`src/rtl/clk_div_multi_if.sv`:
```
// -----------------------------------------------------------------------------
// clk_div_multi_if
// Bundles the per-channel control and status vectors of clk_div_multi.
//   EN      : per-channel run enable                      (master -> slave)
//   DIV_VAL : requested divisors, channel i at [i*CNT_W +: CNT_W]
//   LOAD    : per-channel strobe capturing DIV_VAL into the shadow divisor
//   CLK_out : registered divided clock per channel        (slave -> master)
//   TICK    : registered one-cycle period-start pulse per channel
//   PEND    : a shadow divisor is waiting to be applied
// The divider itself is the slave; the block that programs it is the master.
// -----------------------------------------------------------------------------
interface clk_div_multi_if #(
    parameter int NUM_CH = 4,
    parameter int CNT_W  = 16
);
    logic [NUM_CH-1:0]       EN;
    logic [NUM_CH*CNT_W-1:0] DIV_VAL;
    logic [NUM_CH-1:0]       LOAD;
    logic [NUM_CH-1:0]       CLK_out;
    logic [NUM_CH-1:0]       TICK;
    logic [NUM_CH-1:0]       PEND;

    modport master (
        output EN,
        output DIV_VAL,
        output LOAD,
        input  CLK_out,
        input  TICK,
        input  PEND
    );

    modport slave (
        input  EN,
        input  DIV_VAL,
        input  LOAD,
        output CLK_out,
        output TICK,
        output PEND
    );
endinterface

```
`src/rtl/clk_div_multi.sv`:
```
// -----------------------------------------------------------------------------
// clk_div_multi
// Multi-channel synchronous programmable clock divider. Each channel runs a
// phase counter clocked by CLK and produces a near-50% divided waveform
// (CLK_out, high for ceil(D/2) cycles) plus a one-cycle TICK at the start of
// every period. Divisors are changed through a shadow register and only take
// effect at a period boundary, so CLK_out never produces a runt pulse.
//
// Ports:
//   CLK  : sole clock, rising edge
//   RST  : asynchronous active-high reset
//   SYNC : (only with CLKDIV_SYNC_EN) restarts all channels together
//   bus  : clk_div_multi_if.slave (EN, DIV_VAL, LOAD in; CLK_out, TICK, PEND out)
//
// Optional feature macro: CLKDIV_SYNC_EN adds the SYNC input.
// -----------------------------------------------------------------------------
module clk_div_multi #(
    parameter int NUM_CH  = 4,
    parameter int CNT_W   = 16,
    parameter int DIV_RST = 2
) (
    input  logic             CLK,
    input  logic             RST,
`ifdef CLKDIV_SYNC_EN
    input  logic             SYNC,
`endif
    clk_div_multi_if.slave   bus
);

    localparam logic [CNT_W-1:0] ONE     = {{(CNT_W-1){1'b0}}, 1'b1};
    localparam logic [CNT_W-1:0] DIV_INI = CNT_W'(DIV_RST);

    logic [NUM_CH-1:0] clk_out_vec;
    logic [NUM_CH-1:0] tick_vec;
    logic [NUM_CH-1:0] pend_vec;

    logic sync_w;
`ifdef CLKDIV_SYNC_EN
    assign sync_w = SYNC;
`else
    assign sync_w = 1'b0;
`endif

    genvar gi;
    generate
        for (gi = 0; gi < NUM_CH; gi++) begin : g_ch
            logic [CNT_W-1:0] p_q, p_d;
            logic [CNT_W-1:0] div_q, div_d;
            logic [CNT_W-1:0] shadow_q, shadow_d;
            logic             pend_q, pend_d;
            logic             clk_q, clk_d;
            logic             tick_q, tick_d;

            logic [CNT_W-1:0] div_in;
            logic [CNT_W-1:0] half;
            logic             en_in;
            logic             load_in;
            logic             wrap;

            assign div_in  = bus.DIV_VAL[gi*CNT_W +: CNT_W];
            assign en_in   = bus.EN[gi];
            assign load_in = bus.LOAD[gi];
            // ceil(D/2): number of high cycles in each period
            assign half    = div_q - (div_q >> 1);

            always_comb begin
                p_d      = p_q;
                div_d    = div_q;
                shadow_d = shadow_q;
                pend_d   = pend_q;
                clk_d    = clk_q;
                tick_d   = 1'b0;
                wrap     = 1'b0;

                if (sync_w) begin
                    // Park at all-ones so the next enabled edge is a period
                    // start in every channel; LOAD is ignored on this edge.
                    p_d   = '1;
                    clk_d = 1'b0;
                    if (pend_q) begin
                        div_d  = shadow_q;
                        pend_d = 1'b0;
                    end
                end else begin
                    if (en_in) begin
                        if (div_q == '0) begin
                            // Parked channel: outputs low, still a load point.
                            wrap  = 1'b1;
                            p_d   = '1;
                            clk_d = 1'b0;
                        end else begin
                            // >= (not ==) so a shrunken divisor forces a wrap.
                            wrap   = (p_q >= div_q - ONE);
                            p_d    = wrap ? '0 : p_q + ONE;
                            tick_d = wrap;
                            clk_d  = (p_d < half);
                        end
                    end
                    // Only a load already pending before this edge is applied;
                    // the wrap decision above used the old divisor.
                    if (wrap && pend_q) begin
                        div_d  = shadow_q;
                        pend_d = 1'b0;
                    end
                    // A fresh LOAD always wins the pending flag and the shadow.
                    if (load_in) begin
                        shadow_d = div_in;
                        pend_d   = 1'b1;
                    end
                end
            end

            always_ff @(posedge CLK or posedge RST) begin
                if (RST) begin
                    p_q      <= '1;
                    div_q    <= DIV_INI;
                    shadow_q <= DIV_INI;
                    pend_q   <= 1'b0;
                    clk_q    <= 1'b0;
                    tick_q   <= 1'b0;
                end else begin
                    p_q      <= p_d;
                    div_q    <= div_d;
                    shadow_q <= shadow_d;
                    pend_q   <= pend_d;
                    clk_q    <= clk_d;
                    tick_q   <= tick_d;
                end
            end

            assign clk_out_vec[gi] = clk_q;
            assign tick_vec[gi]    = tick_q;
            assign pend_vec[gi]    = pend_q;
        end
    endgenerate

    assign bus.CLK_out = clk_out_vec;
    assign bus.TICK    = tick_vec;
    assign bus.PEND    = pend_vec;

endmodule

```
`src/flat_wrapper.sv`:
```
// flat-port wrapper written by rule: the top's interface ports become plain ports
module clk_div_multi_flat 
#(
    parameter int NUM_CH  = 4,
    parameter int CNT_W   = 16,
    parameter int DIV_RST = 2
)
  (CLK, RST, bus_EN, bus_DIV_VAL, bus_LOAD, bus_CLK_out, bus_TICK, bus_PEND);
  clk_div_multi_if #(.NUM_CH(NUM_CH), .CNT_W(CNT_W)) bus_i ();
  input  logic CLK;
  input  logic RST;
  input wire logic [$bits(bus_i.EN)-1:0] bus_EN;
  input wire logic [$bits(bus_i.DIV_VAL)-1:0] bus_DIV_VAL;
  input wire logic [$bits(bus_i.LOAD)-1:0] bus_LOAD;
  output wire logic [$bits(bus_i.CLK_out)-1:0] bus_CLK_out;
  output wire logic [$bits(bus_i.TICK)-1:0] bus_TICK;
  output wire logic [$bits(bus_i.PEND)-1:0] bus_PEND;
  assign bus_i.EN = bus_EN;
  assign bus_i.DIV_VAL = bus_DIV_VAL;
  assign bus_i.LOAD = bus_LOAD;
  assign bus_CLK_out = bus_i.CLK_out;
  assign bus_TICK = bus_i.TICK;
  assign bus_PEND = bus_i.PEND;
  clk_div_multi #(.NUM_CH(NUM_CH), .CNT_W(CNT_W), .DIV_RST(DIV_RST)) u_core (.CLK(CLK), .RST(RST), .bus(bus_i));
endmodule
```
`config.mk`:
```
export PLATFORM = sky130hd
export DESIGN_NAME = clk_div_multi_flat
export DESIGN_NICKNAME = d
export VERILOG_FILES = /design/src/rtl/clk_div_multi_if.sv /design/src/rtl/clk_div_multi.sv /design/src/flat_wrapper.sv
export SDC_FILE = /design/constraint.sdc
export NUM_CORES = 1
export LEC_CHECK = 0
export ABC_CLOCK_PERIOD_IN_PS = 11200
export BUFFER_PORTS_ARGS = -buffer_cell sky130_fd_sc_hd__buf_2
export CAP_MARGIN = 25
export CORE_MARGIN = 3
export CORE_UTILIZATION = 44
export CTS_BUF_LIST = sky130_fd_sc_hd__clkbuf_2 sky130_fd_sc_hd__clkbuf_4 sky130_fd_sc_hd__clkbuf_8
export CTS_CLUSTER_SIZE = 40
export DETAILED_ROUTE_END_ITERATION = 12
export HOLD_SLACK_MARGIN = 0.06
export PLACE_DENSITY = 0.72
export SKIP_LAST_GASP = 1
export SYNTH_ARGS = -nofsm -noshare
export SYNTH_HDL_FRONTEND = slang
export SYNTH_SLANG_ARGS = --single-unit
```
`constraint.sdc`:
```
create_clock -name CLK -period 11.2 [get_ports CLK]
set_clock_uncertainty 0.2 [all_clocks]
set_input_delay 1.68 -clock CLK [delete_from_list [all_inputs] [get_ports CLK]]
set_output_delay 1.68 -clock CLK [all_outputs]
set_load 0.005 [all_outputs]
```
==> results.yml <==
cts:
  clock_latency_ps: 580
  cts_tree: "done"
  root_buffer: "clkbuf_8"
  postCtsSetupBuffers: 0
  path_clk_slew_ps: 60
  cts_resized: 0
  clk_path_buf_depth: 3
  clock_sinks: 204
  htreeDepth: 2
  cts_made_buffers: 40
  cts_hold_buf: 0
final_layout:
  fin_area_um2: 19300
  drive_gt1_frac: 0.205
  area_delta_synth_final_pct: 10.0
  fin_nets: 2250
  instances_no_fill: 2454
  antenna_cells: 0
yosys:
  yosysSeqAreaShare: 0.296
  synth_edf_count: 0
  synth_top_area_frac: 0.191
  synth_area_leader_cell: "ha_1"
  ys_top_cells_by_area: "ha_1, dfrtp_1, dfstp_2, xnor2_1, mux2_2"
  netlist_instances: 1834
  yosys_most_used_dff: "dfrtp_1"
  syn_avg_cell_area_um2: 9.58
  synth_common_cells: "ha_1, nor2_1, xnor2_1"
  synth.most_common_cell: "ha_1"
  synth_seq_cells: 204
  yosys_warnings: 0
  synthesis.nets: 2180
  netlist_area_um2: 17600
  synth_cell_type_count: 71
  async_reset_ff_frac: 1.00
global_route:
  gr-total-overflow: 0
  antenna_found_initial: 0
  grt_pass1_vias: 13700
  grt_max_degree: 100
  grt_pass1_wl_um: 65600
  gr-usage-all-layers: 0.184
critical_path:
  cp_top_family: "compound AO/OA/AOI/OAI gates"
  arrival_ps: 5680
  timing_worst_setup_path_type: "reg2reg"
  cp-end-kind: "flop"
  cp_max_fo: 20
  r2r_slack_ps: 5820
  crit_required_ps: 11510
  critPathMostFrequentCell: "ha_1"
  path_buf_inv: 2
  reg2reg_depth: 21
  r2r_end: "u_core.g_ch[3].clk_q$_DFFE_PP0P_"
  critPathMaxStageDelay_ps: 590
  startpoint_type: "flop"
  path_cells: "inv_1 > ha_1 > a21boi_0 > o21ai_0 > a21boi_0 > and2_1 > xnor2_1 > ha_1 > a211o_1 > a21oi_1 > o211a_1 > a221oi_2 > buf_4 > or2_2 > nor2_1 > ha_1 > a21o_1 > a21o_1 > a2111oi_0 > o22ai_1 > a21oi_1"
  cp_slowest_cell: "dfstp_2"
  r2r-start: "u_core.g_ch[3].div_q[1]$_DFFE_PP1P_"
timing:
  whs_ps: 283
  finalHoldViolCount: 0
  fin_crit_ps: 5380
  fmax_ghz: 0.186
  grt_setup_unrepaired: "no"
  slew_violations: 0
  worst_pin_slew_ps: 982
  fin_crit_sh: 0.480
  setup_viol: 0
  slew_headroom: 0.343
  setup_tns_ps: 0
floorplan:
  core_area_um2: 39000
  die_area_um2: 42400
  fp-row-count: 72
  die_h_um: 206
  initial_core_util: 0.451
  die_w_um: 206
  num_io_pins: 86
status:
  status: "complete, no violations"
power:
  clkPwrFrac: 0.159
  p_per_area_nw_per_um2: 281
  ir_drop_v: 0.000168
  total_power_mw: 5.43
  switching_power_mw: 2.42
  p_comb_frac: 0.611
  p_leak_nw: 8.86
  swShare: 0.446
  seq_power_share: 0.230
  internal_power_mw: 3.01
drt:
  drt-vias-per-instance: 5.54
  routedWlPerCell_um: 15.7
  vias: 13600
  dr.pass1.iters: 5
  routed_wl_um: 38600
  ant_nets: 0
  drc: 0
  first_iter_violations: 733
hold_path:
  whs_endpoint: "u_core.g_ch[1].div_q[1]$_DFFE_PP1P_"
  worstHoldPathType: "reg2reg"
  hold_start: "u_core.g_ch[1].shadow_q[1]$_DFFE_PP1P_"
  min_path_cells: 2
flow_run:
  drv_cap: 0
placed_design:
  port_buffers: 85
  placed_area_um2: 18400
  hpwl_um: 29400
  gp_congestion: 0.862
  post-place-cells: 2380
-- cell type report --
class	instances	area [µm²]
Clock buffer	57	722
Clock inverter	17	196
Multi-Input combinational cell	1438	11600
Fill cell	3552	19700
Tap cell	518	648
Timing Repair Buffer	96	508
Sequential cell	204	5190
Inverter	124	473
-- layout by cell type (no fill, tap or decap), drive strengths merged, types with 43 or more instances in the layout --
master and n:
clkbuf 57, buf 96, o21ai 74, nor2b 50
nand2 76, mux2 112, dfstp 72, ha 268
a21oi 63, a221o 51, inv 127, nor3 43
dfrtp 132, nor2 166, xnor2 148
-- per-layer routing --
layer  vias up  routed length (µm)  GRT usage
met5         -                   0          0
met4         0                1060     0.0604
met3        83                1470     0.0278
met2       240               17500      0.301
li1       6734                   -          -
met1      6530               18600      0.251
-- power groups by stage --
stage	sequential (mW)	clock, mW	combinational [mW]
after floorplan	1.18	0	2.65
after global placement	1.25	0	3.16
after detailed placement	1.26	0	3.31
after CTS	1.25	0.893	3.33
after global routing	1.29	0.924	3.77
final	1.25	0.861	3.32
-- worst max path at each step --
| stage | from | to | cells past startpoint |
|---|---|---|---|
| after floorplan | RST | u_core.g_ch[0].clk_q$_DFFE_PP0P_ | 1 |
| after global placement | u_core.g_ch[3].div_q[1]$_DFFE_PP1P_ | u_core.g_ch[3].clk_q$_DFFE_PP0P_ | 21 |
| after detailed placement | u_core.g_ch[3].div_q[1]$_DFFE_PP1P_ | u_core.g_ch[3].clk_q$_DFFE_PP0P_ | 21 |
| after CTS | u_core.g_ch[3].div_q[1]$_DFFE_PP1P_ | u_core.g_ch[3].clk_q$_DFFE_PP0P_ | 21 |
| after global routing | u_core.g_ch[2].div_q[2]$_DFFE_PP0P_ | u_core.g_ch[2].clk_q$_DFFE_PP0P_ | 21 |
| final | u_core.g_ch[3].div_q[1]$_DFFE_PP1P_ | u_core.g_ch[3].clk_q$_DFFE_PP0P_ | 21 |
-- tightest hold or removal path, stage by stage, from the launching register on --
cell and delay (ps):
dfstp_2 360, nand2_1 50, o22ai_1 60
-- kinds of logic after synthesis --
group / synth area share
adder cells (fa/ha/maj): 0.195
flip-flops: 0.296
XOR/XNOR: 0.0802
buffers and inverters: 0.0456
AO/OA/AOI/OAI: 0.160
multiplexers: 0.0731
AND/OR/NAND/NOR: 0.150
-- state kept, by name, indices dropped and copies added (netlist names) --
signal / count
u_core.g_ch.div_q: 64
u_core.g_ch.p_q: 64
u_core.g_ch.shadow_q: 64
u_core.g_ch.clk_q: 4
u_core.g_ch.pend_q: 4
u_core.g_ch.tick_q: 4
-- through the flow --
step / setup slack (ps) / utilization
final: 5820 / 0.496
after global routing: 5310 / 0.496
after CTS: 5810 / 0.496
after detailed placement: 5830 / 0.472
after global placement: 5950 / 0.472
after floorplan: 3870 / -
No activity file was read; power rests on OpenSTA's default activity.
